--- config.mk ---
export PLATFORM = sky130hd
export DESIGN_NAME = cpu_seq_ctrl
export DESIGN_NICKNAME = d
export VERILOG_FILES = /design/src/rtl/cpu_seq_ctrl.sv
export SDC_FILE = /design/constraint.sdc
export NUM_CORES = 1
export LEC_CHECK = 0
export BUFFER_PORTS_ARGS = -buffer_cell sky130_fd_sc_hd__buf_4
export CAP_MARGIN = 10
export CORE_AREA = 2 2 63 65
export DETAILED_ROUTE_END_ITERATION = 10
export DIE_AREA = 0 0 65 67
export PLACE_DENSITY = 0.79
export SLEW_MARGIN = 30
export SYNTH_ARGS = -nofsm -noshare
export SYNTH_HDL_FRONTEND = slang
export SYNTH_SLANG_ARGS = --single-unit
export TNS_END_PERCENT = 10
--- constraint.sdc ---
create_clock -name clk -period 2.1 [get_ports clk]
set_input_delay 0.315 -clock clk [delete_from_list [all_inputs] [get_ports clk]]
set_output_delay 0.315 -clock clk [all_outputs]
set_load 0.05 [all_outputs]
--- src/rtl/cpu_seq_ctrl.sv ---
// Fetch/decode/execute sequencer for the accumulator CPU. Resolves HLT/JMP/JZ
// itself and strobes exec_en for every other opcode.
module cpu_seq_ctrl #(
  parameter int PC_W  = 4,
  parameter int CNT_W = 16
) (
  input  logic             clk,
  input  logic             rst,
  input  logic             cmd_valid,
  input  logic [1:0]       cmd,
  output logic             cmd_ready,
  output logic [PC_W-1:0]  mem_addr,
  output logic             mem_rd_en,
  input  logic [7:0]       mem_rdata,
  input  logic             acc_zero,
  output logic [7:0]       ir,
  output logic             exec_en,
  output logic [PC_W-1:0]  pc,
  output logic             running,
  output logic             halted,
  output logic [CNT_W-1:0] instr_cnt
);
  localparam logic [2:0] S_IDLE   = 3'd0;
  localparam logic [2:0] S_FETCH  = 3'd1;
  localparam logic [2:0] S_DECODE = 3'd2;
  localparam logic [2:0] S_EXEC   = 3'd3;
  localparam logic [2:0] S_HALTED = 3'd4;

  localparam logic [1:0] C_CLR  = 2'b00;
  localparam logic [1:0] C_RUN  = 2'b01;
  localparam logic [1:0] C_STEP = 2'b10;
  localparam logic [1:0] C_HALT = 2'b11;

  logic [2:0]       state_q, state_d;
  logic [PC_W-1:0]  pc_q, pc_d;
  logic [7:0]       ir_q, ir_d;
  logic [CNT_W-1:0] cnt_q, cnt_d;
  logic             run_mode_q, run_mode_d;
  logic             halt_pend_q, halt_pend_d;
  logic             exec_en_q, exec_en_d;
  logic             rd_en_q, rd_en_d;

  logic            cmd_acc, halt_req, ctrl_op;
  logic [PC_W-1:0] pc_inc, pc_tgt;

  assign running   = (state_q == S_FETCH) || (state_q == S_DECODE) || (state_q == S_EXEC);
  assign halted    = (state_q == S_HALTED);
  assign cmd_ready = (state_q == S_IDLE) || halted || (running && run_mode_q);
  assign cmd_acc   = cmd_valid && cmd_ready;
  assign halt_req  = cmd_acc && (cmd == C_HALT);
  assign pc_inc    = pc_q + PC_W'(1);
  assign pc_tgt    = PC_W'(ir_q[3:0]);
  // Control-flow opcodes are resolved here and never reach the datapath.
  assign ctrl_op   = (mem_rdata[7:4] == 4'hD) || (mem_rdata[7:4] == 4'hE) ||
                     (mem_rdata[7:4] == 4'hF);

  always_comb begin
    state_d     = state_q;
    pc_d        = pc_q;
    ir_d        = ir_q;
    cnt_d       = cnt_q;
    run_mode_d  = run_mode_q;
    halt_pend_d = halt_pend_q;
    case (state_q)
      S_IDLE: begin
        if (cmd_acc) begin
          case (cmd)
            C_CLR:  begin pc_d = '0; cnt_d = '0; end
            C_RUN:  begin run_mode_d = 1'b1; state_d = S_FETCH; end
            C_STEP: begin run_mode_d = 1'b0; state_d = S_FETCH; end
            default: ;
          endcase
        end
      end
      S_FETCH: begin
        state_d = S_DECODE;
        if (halt_req) halt_pend_d = 1'b1;
      end
      S_DECODE: begin
        ir_d    = mem_rdata;
        state_d = S_EXEC;
        if (halt_req) halt_pend_d = 1'b1;
      end
      S_EXEC: begin
        cnt_d = cnt_q + CNT_W'(1);
        case (ir_q[7:4])
          4'hF:    pc_d = pc_q;
          4'hE:    pc_d = pc_tgt;
          4'hD:    pc_d = acc_zero ? pc_tgt : pc_inc;
          default: pc_d = pc_inc;
        endcase
        if (ir_q[7:4] == 4'hF) begin
          state_d     = S_HALTED;
          run_mode_d  = 1'b0;
          halt_pend_d = 1'b0;
        end else if (run_mode_q && !halt_pend_q && !halt_req) begin
          state_d = S_FETCH;
        end else begin
          state_d     = S_IDLE;
          run_mode_d  = 1'b0;
          halt_pend_d = 1'b0;
        end
      end
      S_HALTED: begin
        if (cmd_acc && (cmd == C_CLR)) begin
          pc_d    = '0;
          cnt_d   = '0;
          state_d = S_IDLE;
        end
      end
      default: state_d = S_IDLE;
    endcase
    rd_en_d   = (state_d == S_FETCH);
    exec_en_d = (state_q == S_DECODE) && !ctrl_op;
  end

  always_ff @(posedge clk or posedge rst) begin
    if (rst) begin
      state_q     <= S_IDLE;
      pc_q        <= '0;
      ir_q        <= '0;
      cnt_q       <= '0;
      run_mode_q  <= 1'b0;
      halt_pend_q <= 1'b0;
      exec_en_q   <= 1'b0;
      rd_en_q     <= 1'b0;
    end else begin
      state_q     <= state_d;
      pc_q        <= pc_d;
      ir_q        <= ir_d;
      cnt_q       <= cnt_d;
      run_mode_q  <= run_mode_d;
      halt_pend_q <= halt_pend_d;
      exec_en_q   <= exec_en_d;
      rd_en_q     <= rd_en_d;
    end
  end

  assign mem_addr  = pc_q;
  assign mem_rd_en = rd_en_q;
  assign ir        = ir_q;
  assign exec_en   = exec_en_q;
  assign pc        = pc_q;
  assign instr_cnt = cnt_q;
endmodule

**Word level (Yosys, flattened, before mapping)**

Cells that the tools add are included.

- Bits in registers: 35
- Word-level logic and storage cells: 81
- Output and inout bits: 37
- Bits of input ports: 14

- Muxes and demuxes: 23
- Reductions and logical operators: 27
- Add/subtract/negate cells: 2
- Equality and inequality tests: 21

Operators by type and width:

| kind | number |
|---|---|
| $mux W16 | 3 |
| $pmux W16 S3 | 1 |
| $eq A4 B4 Y1 const B | 6 |
| $pmux W4 S3 | 2 |
| $add A16 B1 Y16 const B | 1 |
| $mux W4 | 4 |
| $pmux W3 S5 | 1 |
| $mux W3 | 4 |
| $reduce_and A4 Y1 | 2 |
| $logic_and A1 B1 Y1 | 7 |
| $eq A3 B1 Y1 const B | 2 |
| $eq A3 B2 Y1 const B | 2 |
| $logic_or A1 B1 Y1 | 6 |
| $ne A2 B1 Y1 const B | 3 |
| $pmux W1 S2 | 3 |
| $mux W1 | 5 |
| $reduce_and A5 Y1 | 1 |
| $add A4 B1 Y4 const B | 1 |
| $eq A2 B2 Y1 const B | 2 |
| $ne A2 B2 Y1 const B | 2 |
| $reduce_bool A2 Y1 | 2 |
| $reduce_or A2 Y1 | 2 |
| $eq A3 B3 Y1 const B | 1 |
| $logic_not A1 Y1 | 3 |
| 7 further kinds | 7 |

**Depth between registers and ports, before layout**

- Word-level depth: 13
- Mapped depth: 7
- Depth with buffers taken out: 6

**Least setup slack after synthesis**

Ideal clock, no wire load.

- Path kind: flip-flop to output port
- Start: register state_q[0]
- End: output port running
- Stages on the path, launching flop included: 4
- Buffers on the path: 1
- Data required time: 1,785 ps
- Path slack: 64 ps
- Arrival time: 1,721 ps
- Cell sequence: dfrtp_1 -> buf_6 -> xnor2_1 -> o21ai_0

- Cells in the longest elaborated chain, start to end: 3
- Elaborated cells between the ends (all ways): 5
- Classes of those cells: eq/ne (3); reduce/logical (2)

Ends and longest elaborated chain:

| item | RTL line | source |
|---|---|---|
| from (decl) | 34 | `logic [2:0] state_q, state_d;` |
| from (signal assigned) | 128 | `state_q <= state_d;` |
| $eq A3 B1 Y1 or $eq A3 B2 Y1 (tied branches) | 46 | `assign running = (state_q == S_FETCH) \|\| (state_q == S_DECODE) \|\| (state_q == S_EXEC);` |
| $logic_or A1 B1 Y1 | 46 |  |
| $logic_or A1 B1 Y1 * | 46 |  |
| to (decl) | 19 | `output logic running,` |

Mark *: on every way between the ends. The rest lies on a longest branch, timed or not.

**Worst setup path in the final report**

- Start: register state_q[2]
- End: output port running

The elaborated chain is that of the path after synthesis.

==> reports/metrics.csv <==
metric;value;unit
status;finished clean;
numPortBuffers;50;
cp_top_family;flip-flops;
yosysUniqueCellTypes;45;
grt_max_degree;36;
rsz0062_at_grt;false;
dp_slack;131;ps
worstSetupEndpointType;output pin;
setup_slack;244;ps
nNetsFinal;251;
worst_slew_pin_slew;500;ps
dieArea;0.00436;sq mm
dr.pass1.iters;4;
rows;22;
hpwl;2970;microns
finalWirelength;3960;microns
gp_congestion;0.794;
postSynthCellCount;176;
hp-class;in2async;
placed_area;0.00227;sq mm
worst-path-buf-inv;2;
cp.required;1780;ps
n_antenna_cell;0;
synth_area_leaders;dfrtp_1 48%, mux2_2 4.9%, ha_1 4.1%;
clk_transition_reported_paths;60;ps
postCtsResizedCells;0;
fmax;539;MHz
start_util;50.9;%
max_cap_violations;0;
clkSinkCount;35;
cts_setup_buffers;0;
cpMostUsedCell;buf_4;
drc;0;
relSlewSlack;66.2;%
path_class;reg2out;
area_delta_synth_final;27.5;%
synth_top_area_share;47.7;%
grt_pass1_wl;6850;microns
grt_pass1_vias;1522;
period_share;88.4;%
ys_seq_area_share;47.7;%
core_area;0.00361;sq mm
synth_top_cell_by_area;dfrtp_1;
cts_made_buffers;5;
drt-initial-drc-count;75;
ys_ff_latch;35;
fin_skew;5.12;ps
drive_gt1_share;33.9;%
critPathMaxStageDelay;470;ps
slew_viol_final;0;
dominantRegCellSynth;dfrtp_1;
yosysWarnings;0;
syn_avg_cell_area;10.4;sq um
fin_area;0.00234;sq mm
overflow;0;
cts-root-buf;clkbuf_8;
grt_use_total;20.8;%
max-clock-path-buffers;2;
cp_cell_sequence;nand3b_2 > buf_4 > o21ai_0 > buf_4;
hold_viol_final;0;
wl_per_cell;14.2;microns
critPathLaunchType;register;
viasPerCell;5.43;
antenna_found_initial;0;
tns;0;ps
ios;51;
ctsHoldBuffers;0;
syn_nets;196;
cp_slowest_cell;dfrtp_1;
num_vias;1509;
insertion_delay;290;ps
syn_area;0.00184;sq mm
synth_edf_count;0;
cp.arrival;1540;ps
setup_viol;0;
fp.dieW;65;microns
crit_fanout;9;
min_period;1860;ps
htree_levels;2;
cts_tree;done;
async_flop_share;100;%
ant_nets;0;
fp.dieH;67;microns
## worst min-delay path, delay by kind of cell
| kind | cells | cell delay [ps] |
|---|---|---|
| buffers and inverters | 3 | 520 |
## routing by layer
metal / GRT usage [%] / part of all wire [%] / vias up
li1: - / - / 748
met3: 5.74 / 5.3 / 6
met2: 35.8 / 49 / 43
met4: 7.18 / 1.7 / 0
met5: 0 / 0 / -
met1: 25.0 / 44 / 712
## cells by family after synthesis
family,share of synthesized area [%]
buffers and inverters,5.04
adders and majority gates,4.09
AOI/OAI and AO/OA,13.7
xor gates and xnor gates,3.34
DFF,47.7
muxes,6.54
and+or+nand+nor,19.6
## cells in the final DEF, fill, tap and decap left out, types with 2 or more instances in the layout
master and count:
inv_1 6, o211ai_1 2, nand4b_1 2, mux2_2 8, nand2_1 12, a22o_1 3, nor2_1 13, a41o_1 2
and4_1 2, dfrtp_1 35, a21oi_1 9, ha_1 6, nand4_1 6, o21ai_0 10, or3_1 4, xor2_1 3
nand3_1 8, clkbuf_8 5, or2_2 2, a31oi_1 2, mux2i_1 3, nor3_1 3, xnor2_1 4, buf_4 58
and2_1 3
## sequential cells by signal, indices dropped and copies added, names as in the netlist
name / flops
mem_addr: 4
exec_en: 1
mem_rd_en: 1
instr_cnt: 16
state_q: 3
ir: 8
run_mode_q: 1
halt_pend_q: 1
## synth_stat cells, types with 3 or more instances
cell type	count
nor2_1	13
dfrtp_1	35
a21oi_1	9
nand2_1	12
mux2_2	8
o21ai_0	10
a22o_1	3
nand3_1	8
ha_1	6
xnor2_1	4
xor2_1	3
mux2i_1	3
nor3_1	3
or3_1	4
nand4_1	6
inv_1	6
buf_4	4
and2_1	3
## worst paths after layout
path | depth (start not counted) | slack (ps) | to | startpoint
setup / recovery | 4 | 240 | running | state_q[2]$_DFF_PP0_
setup reg to reg | 4 | 300 | instr_cnt[11]$_DFFE_PP0P_ | state_q[2]$_DFF_PP0_
min in group clk | 2 | 210 | exec_en$_DFF_PP0_ | mem_rdata[7]
max in group asynchronous | 3 | 1670 | instr_cnt[4]$_DFFE_PP0P_ | rst
hold reg to reg | 1 | 480 | halt_pend_q$_DFFE_PP0P_ | halt_pend_q$_DFFE_PP0P_
hold / removal | 3 | 110 | ir[2]$_DFFE_PP0P_ | rst
## area by class of cell
type	count	area [sq um]
inverter	6	22.5
tap	48	60.1
fill	308	1270
clock buffer	6	72.6
timing repair buffer	58	435
multi-input combinational	125	873
sequential	35	876
## per-stage QoR
| step | instances | hold WS, ps | utilization [%] |
|---|---|---|---|
| after global routing | 278 | 169 | 64.9 |
| after detailed placement | 272 | 446 | 62.9 |
| final | 278 | 113 | 64.9 |
| after global placement | 272 | 448 | 62.9 |
| after CTS | 278 | 132 | 64.9 |
| after floorplan | 176 | 409 | - |
Power is not shown: default switching activity piles up to over one toggle a cycle in this logic, so the estimate is an artifact.
